## src/rtl/dds_wave_gen.sv

```systemverilog
// Direct-digital-synthesis waveform generator: phase accumulator -> shape -> amplitude scale -> DAC.
// Define DDS_SYNC_PULSE_EN to add the sync_out trigger that marks the first sample of each phase cycle.

module dds_wave_gen #(
    parameter int                 PHASE_W = 32,
    parameter int                 DATA_W  = 8,
    parameter logic [PHASE_W-1:0] RST_FW  = 'h0040_0000
) (
    input  logic               clk,
    input  logic               rst_n,
    input  logic               enable,
    input  logic               phase_clr,
    input  logic               cfg_valid,
    output logic               cfg_ready,
    input  logic [PHASE_W-1:0] cfg_fw,
    input  logic [PHASE_W-1:0] cfg_poff,
    input  logic [1:0]         cfg_wave,
    input  logic [7:0]         cfg_duty,
    input  logic [7:0]         cfg_amp,
    output logic [DATA_W-1:0]  da_data,
    output logic               da_valid
`ifdef DDS_SYNC_PULSE_EN
   ,output logic               sync_out
`endif
);

    localparam logic [1:0] WAVE_TRI   = 2'd0;
    localparam logic [1:0] WAVE_SAWUP = 2'd1;
    localparam logic [1:0] WAVE_SAWDN = 2'd2;
    localparam logic [1:0] WAVE_SQR   = 2'd3;
    localparam logic [7:0] RST_DUTY   = 8'd128;
    localparam logic [7:0] RST_AMP    = 8'd255;

    function automatic logic [DATA_W-1:0] wave_raw(
        input logic [1:0]        wave,
        input logic [DATA_W:0]   t,
        input logic [DATA_W-1:0] s,
        input logic [7:0]        q,
        input logic [7:0]        duty
    );
        logic [DATA_W-1:0] res;
        res = '0;
        case (wave)
            WAVE_TRI:   res = t[DATA_W] ? ~t[DATA_W-1:0] : t[DATA_W-1:0];
            WAVE_SAWUP: res = s;
            WAVE_SAWDN: res = ~s;
            WAVE_SQR:   res = (q < duty) ? {DATA_W{1'b1}} : '0;
            default:    res = '0;
        endcase
        return res;
    endfunction

    // Scale by (amp+1)/256 with truncation; the DATA_W+9 product never overflows.
    function automatic logic [DATA_W-1:0] scale_amp(
        input logic [DATA_W-1:0] raw,
        input logic [7:0]        amp
    );
        logic [DATA_W+8:0] prod;
        prod = (DATA_W+9)'(raw) * (DATA_W+9)'({1'b0, amp} + 9'd1);
        return DATA_W'(prod >> 8);
    endfunction

    logic [PHASE_W-1:0] r_acc;
    logic [PHASE_W-1:0] r_fw,    r_sh_fw;
    logic [PHASE_W-1:0] r_poff,  r_sh_poff, r_poff_p1;
    logic [1:0]         r_wave,  r_sh_wave, r_wave_p1;
    logic [7:0]         r_duty,  r_sh_duty, r_duty_p1;
    logic [7:0]         r_amp,   r_sh_amp,  r_amp_p1, r_amp_p2;
    logic               r_pending;
    logic               r_vld_p1, r_vld_p2;
    logic [DATA_W-1:0]  r_raw_p2;

    logic [PHASE_W:0]   w_sum;
    logic               w_carry;
    logic               w_accept;
    logic               w_commit;
    logic [PHASE_W-1:0] w_phase;
    logic [DATA_W:0]    w_t;
    logic [DATA_W-1:0]  w_s;
    logic [7:0]         w_q;

    assign w_sum     = {1'b0, r_acc} + {1'b0, r_fw};
    assign w_carry   = enable & ~phase_clr & w_sum[PHASE_W];
    assign w_accept  = cfg_valid & ~r_pending;
    assign w_commit  = r_pending & (w_carry | ~enable | phase_clr);
    assign cfg_ready = ~r_pending;

    // Stage 1: configuration handshake, commit at phase wrap, accumulator
    always_ff @(posedge clk or negedge rst_n) begin
        if (!rst_n) begin
            r_pending <= 1'b0;
            r_acc     <= '0;
            r_fw      <= RST_FW;
            r_poff    <= '0;
            r_wave    <= WAVE_TRI;
            r_duty    <= RST_DUTY;
            r_amp     <= RST_AMP;
            r_sh_fw   <= RST_FW;
            r_sh_poff <= '0;
            r_sh_wave <= WAVE_TRI;
            r_sh_duty <= RST_DUTY;
            r_sh_amp  <= RST_AMP;
        end else begin
            if (w_accept) begin
                r_sh_fw   <= cfg_fw;
                r_sh_poff <= cfg_poff;
                r_sh_wave <= cfg_wave;
                r_sh_duty <= cfg_duty;
                r_sh_amp  <= cfg_amp;
            end
            if (w_commit) begin
                r_fw   <= r_sh_fw;
                r_poff <= r_sh_poff;
                r_wave <= r_sh_wave;
                r_duty <= r_sh_duty;
                r_amp  <= r_sh_amp;
            end
            if (w_accept)
                r_pending <= 1'b1;
            else if (w_commit)
                r_pending <= 1'b0;
            if (phase_clr)
                r_acc <= '0;
            else if (enable)
                r_acc <= w_sum[PHASE_W-1:0];
        end
    end

    // The shaping config travels with the acc value it belongs to, so a commit lands on one sample boundary.
    always_ff @(posedge clk or negedge rst_n) begin
        if (!rst_n) begin
            r_poff_p1 <= '0;
            r_wave_p1 <= WAVE_TRI;
            r_duty_p1 <= RST_DUTY;
            r_amp_p1  <= RST_AMP;
            r_vld_p1  <= 1'b0;
        end else begin
            r_poff_p1 <= r_poff;
            r_wave_p1 <= r_wave;
            r_duty_p1 <= r_duty;
            r_amp_p1  <= r_amp;
            r_vld_p1  <= enable;
        end
    end

    // Stage 2: phase offset and waveform shaping
    assign w_phase = r_acc + r_poff_p1;
    assign w_t     = (DATA_W+1)'(w_phase >> (PHASE_W - DATA_W - 1));
    assign w_s     = DATA_W'(w_phase >> (PHASE_W - DATA_W));
    assign w_q     = 8'(w_phase >> (PHASE_W - 8));

    always_ff @(posedge clk or negedge rst_n) begin
        if (!rst_n) begin
            r_raw_p2 <= '0;
            r_amp_p2 <= RST_AMP;
            r_vld_p2 <= 1'b0;
        end else begin
            r_raw_p2 <= wave_raw(r_wave_p1, w_t, w_s, w_q, r_duty_p1);
            r_amp_p2 <= r_amp_p1;
            r_vld_p2 <= r_vld_p1;
        end
    end

    // Stage 3: amplitude scaling into the DAC register
    always_ff @(posedge clk or negedge rst_n) begin
        if (!rst_n) begin
            da_data  <= '0;
            da_valid <= 1'b0;
        end else begin
            da_data  <= scale_amp(r_raw_p2, r_amp_p2);
            da_valid <= r_vld_p2;
        end
    end

`ifdef DDS_SYNC_PULSE_EN
    logic r_sync_p1, r_sync_p2;

    // Marks the acc value registered on a wrap or clear, delayed to its sample.
    always_ff @(posedge clk or negedge rst_n) begin
        if (!rst_n) begin
            r_sync_p1 <= 1'b0;
            r_sync_p2 <= 1'b0;
            sync_out  <= 1'b0;
        end else begin
            r_sync_p1 <= w_carry | phase_clr;
            r_sync_p2 <= r_sync_p1;
            sync_out  <= r_sync_p2;
        end
    end
`endif

endmodule

```

## config.mk

```make
export PLATFORM = sky130hd
export DESIGN_NAME = dds_wave_gen
export DESIGN_NICKNAME = d
export VERILOG_FILES = /design/src/rtl/dds_wave_gen.sv
export SDC_FILE = /design/constraint.sdc
export NUM_CORES = 1
export LEC_CHECK = 0
export CORE_MARGIN = 3
export CORE_UTILIZATION = 31
export DETAILED_ROUTE_END_ITERATION = 8
export HOLD_SLACK_MARGIN = 0.02
export SYNTH_ARGS = -nofsm -noshare
export SYNTH_HDL_FRONTEND = slang
export SYNTH_SLANG_ARGS = --single-unit
```

## constraint.sdc

```tcl
create_clock -name clk -period 15.1 [get_ports clk]
set_input_delay 1.51 -clock clk [delete_from_list [all_inputs] [get_ports clk]]
set_output_delay 1.51 -clock clk [all_outputs]
set_load 0.005 [all_outputs]
```

# Yosys cells after proc, flatten, opt, wreduce, memory -nomap -nowiden
# Cells that the tools add are included.
# totals
regBits	274
latch_bits	0
mem_bits_rw	0
mem_bits_ro	0
out_inout_bits	10
mem_count	0
# classes
n_addsub	3
multipliers	1
div	0
n_lt_le_gt_ge	1
n_eq_ne	3
n_shift	0
muxes	7
bitwise_logic	11
n_reduce_logical	3
# op_table
operator	count
two-way mux 32 bit	2
adder 32 x 32 -> 33 bit	1
adder 32 bit	1
one-hot mux 8 bit (4 select lines)	1
multiplier 8 x 9 -> 16 bit	1
two-way mux 8 bit	2
inverter 8 bit	2
adder 8 x 1 -> 9 bit (second input constant)	1
< comparator 8 bit	1
bitwise AND 1 bit	4
== test 2 bit (second input constant)	2
nonzero test 2 bit	2
inverter 1 bit	3
== test 2 x 1 -> 1 bit (second input constant)	1
logical NOT 2 bit	1
two-way mux 1 bit	2
bitwise OR 1 bit	2

# Logic depth before layout (Yosys ltp)
# logic_depth
ltp_word	8
ltp_mapped	21

# Least setup slack after synthesis
# No wires, ideal clock.
# synth_timing
path_kind	register to register
start	register r_amp_p2[0]
end	register da_data[7]
setup_ns	0.080
arrival_ns	4.669
setup_slack_ns	10.351
stages_incl_launch_ff	17
path_buffers	0
synth_period_minus_slack_ns	4.749
path_cell_list	dfstp_2 ha_1 nand3_1 xor2_1 nor2b_1 fa_1 fa_1 fa_1 inv_1 fa_1 inv_1 ha_1 or3_1 o211ai_1 nand3b_1 a21oi_1 xnor2_1
# synth_between
elab_chain_len	2
# synth_lines
item	line_no	source
start: declaration	68	logic [7:0] r_amp, r_sh_amp, r_amp_p1, r_amp_p2;
start signal: assignment	159	r_amp_p2 <= r_amp_p1;
adder 8 x 1 -> 9 bit	59	prod = (DATA_W+9)'(raw) * (DATA_W+9)'({1'b0, amp} + 9'd1);
multiplier 8 x 9 -> 16 bit	59	
end signal: assignment	170	da_data <= scale_amp(r_raw_p2, r_amp_p2);
end: declaration	20	output logic [DATA_W-1:0] da_data,
# No other way between the ends.
# A chain may end at the register's enable or synchronous reset.

# Worst setup path after layout
# Ends and elaborated chain as after synthesis.

==> impl_metrics.json <==
{
  "cts_root_buffer": "clkbuf_16",
  "maxCapViolations": 0,
  "post-route-drc-count": 0,
  "critPathMaxStageDelay_ps": 630,
  "synthMuxAreaShare_pct": 16.58,
  "io_buffers": 96,
  "synth_cell_types": 66,
  "critPathMaxFanout": 10,
  "ys.warnings.count": 0,
  "postCtsSetupBuffers": 0,
  "synthArstFlopShare_pct": 100.0,
  "min_path_type": "flip-flop to flip-flop",
  "crit_family": "adder cells",
  "via_count": 9016,
  "path_class": "flip-flop to flip-flop",
  "clk_pin_slew_ps": 60,
  "multi_input_area_um2": 7518,
  "clockBufferDepth": 3,
  "rows": 79,
  "ys_seq_area_share_pct": 46.38,
  "synth_top_family_by_area": "multiplexers",
  "dieArea_um2": 50670,
  "maxSlewHeadroom_pct": 24.20,
  "grt_pass1_wl_mm": 50.64,
  "maxSlewViolCount": 0,
  "hold_violations": 0,
  "synth_xor_xnor_area_share_pct": 3.119,
  "whs_ps": 348.1,
  "grt.total_usage_pct": 12.19,
  "rsz0062_at_grt": "false",
  "synth_area_leaders": "dfrtp_1 (40%), ha_1 (8.6%), mux2_4 (8.1%)",
  "tightest_slew_ps": 1137,
  "required_ps": 15590,
  "maxClockFrequency_mhz": 192.0,
  "wl_per_cell_um": 15.99,
  "grt_max_degree": 122,
  "ant_nets": 0,
  "path_cells": "ha_1, nand3_1, xor2_1, nor2b_1, fa_1, fa_1, fa_1, inv_1, fa_1, inv_1, ha_1, or3_1, o211ai_1, nand3b_1, a21oi_1, xnor2_1",
  "post-route-period-util_pct": 34.50,
  "netlist_area_um2": 14880,
  "stdcell_area_um2": 17410,
  "cts_max_level": 1,
  "syn_inst": 1176,
  "setup_viol": 0,
  "synth_top_area_cell": "dfrtp_1",
  "die_y_um": 225.1,
  "first_global_vias": 9683,
  "layout_common_cells": "dfrtp_1 (237), ha_1 (102), clkdlybuf4s50_1 (94)",
  "synth_compound_area_share_pct": 8.029,
  "nNetsFinal": 1507,
  "diodes": 0,
  "ys.flop_type": "dfrtp_1",
  "hold_buffers": 0,
  "synth_edf_count": 0,
  "synthSimpleGateAreaFrac_pct": 8.651,
  "cts_made_buffers": 29,
  "fill_cells": 4466,
  "grt-ovfl-total": 0,
  "wl_mm": 30.46,
  "start_kind": "flip-flop",
  "start_util_pct": 31.70,
  "synth_top_cell_area_share_pct": 39.85,
  "firstDrtPassIters": 5,
  "fin_setup_tns_ps": 0,
  "end_kind": "flip-flop",
  "post_cts_resized": 0,
  "worst-path-buf-inv": 2,
  "core_um2": 46950,
  "syn_to_final_growth_pct": 17.00,
  "io_pins": 97,
  "arrival_ps": 5700,
  "synthAdderAreaFrac_pct": 14.09,
  "drtIter0Drc": 490,
  "ff_latch_area_um2": 6903,
  "final_layout_size_suffix_gt1_share_pct": 20.18,
  "insertion_delay_ps": 570,
  "cts_tree": "built",
  "via_per_inst": 4.733,
  "antenna_found_initial": 0,
  "gp_congestion": 0.8500,
  "run_status": "completed",
  "syn_nets": 1406,
  "layout_commonest_cell": "dfrtp_1",
  "skew_ps": 15.95,
  "place_area_um2": 16400,
  "worst_path_most_repeated_cell": "fa_1",
  "dpl.hpwl_mm": 21.83,
  "period_minus_slack_ps": 5209,
  "critPathSlowestCell": "dfstp_2",
  "fp.dieW_um": 225.1,
  "avgSynthCellArea_um2": 12.66,
  "synth-seq-cells": 274,
  "clock_sink_count": 274
}
metrics by stage:
stage / utilization, % / worst slack [ps] / std cells
after floorplan: - / 10350 / 1176
after global placement: 34.94 / 9985 / 1853
after detailed placement: 34.94 / 9857 / 1853
after CTS: 37.09 / 9852 / 1905
after global routing: 37.09 / 9632 / 1905
final: 37.09 / 9891 / 1905
final cells by class:
type | count | area share, %
Inverter | 58 | 1.250
Sequential cell | 274 | 39.64
Multi-Input combinational cell | 812 | 43.18
Clock buffer | 39 | 4.793
Timing Repair Buffer | 102 | 5.777
Clock inverter | 13 | 0.9988
Tap cell | 607 | 4.362
cell families after synthesis:
kind of cell               after synthesis
buffers and inverters                   90
AOI/OAI and AO/OA                      181
adders and majority gates              143
xor gates and xnor gates                53
muxes                                  196
DFF                                    274
and+or+nand+nor                        239
worst paths after layout:
path                       depth (start not counted)  slack [ps]            end        start
min in group asynchronous                          1        1010  r_sh_poff[11]        rst_n
setup / recovery                                  16        9890     da_data[7]  r_amp_p2[0]
hold / removal                                     0         350       da_valid     r_vld_p2
max in group asynchronous                          2       12460    r_sh_fw[31]        rst_n
hold reg to reg                                    0         350       da_valid     r_vld_p2
setup reg to reg                                  16        9890     da_data[7]  r_amp_p2[0]
synthesized netlist by cell type (all sizes together) (7+ instances only):
master  number
xor2        18
a21o        27
fa          41
dfrtp      237
xnor2       35
a21oi       56
nand2b      19
mux2i       32
nor2        56
buf         11
and2        21
nor2b       49
a211oi       9
nor3         7
and3        15
ha         102
nand2       33
nand3       12
dfstp       37
o21a         8
inv         58
mux2       164
clkbuf      21
nand4        7
o21ai       32
sequential cells by signal, summed over array words and instances (netlist names):
name       flops
da_data        8
r_vld_p1       1
r_sh_duty      8
r_duty         8
r_fw          32
r_raw_p2       8
da_valid       1
r_sh_poff     32
r_wave         2
r_duty_p1      8
r_wave_p1      2
r_sh_fw       32
r_sh_wave      2
r_pending      1
r_amp_p1       8
r_poff_p1     32
r_acc         32
r_amp          8
r_sh_amp       8
r_poff        32
r_vld_p2       1
r_amp_p2       8
per-layer routing:
layer / wire length (um) / GRT usage (%)
met1: 14840 / 17.13
met2: 13760 / 19.54
met3: 1168 / 1.954
met4: 695 / 3.506
met5: 0 / 0
Power is not shown: default switching activity piles up to over one toggle a cycle in this logic, so the estimate is an artifact.
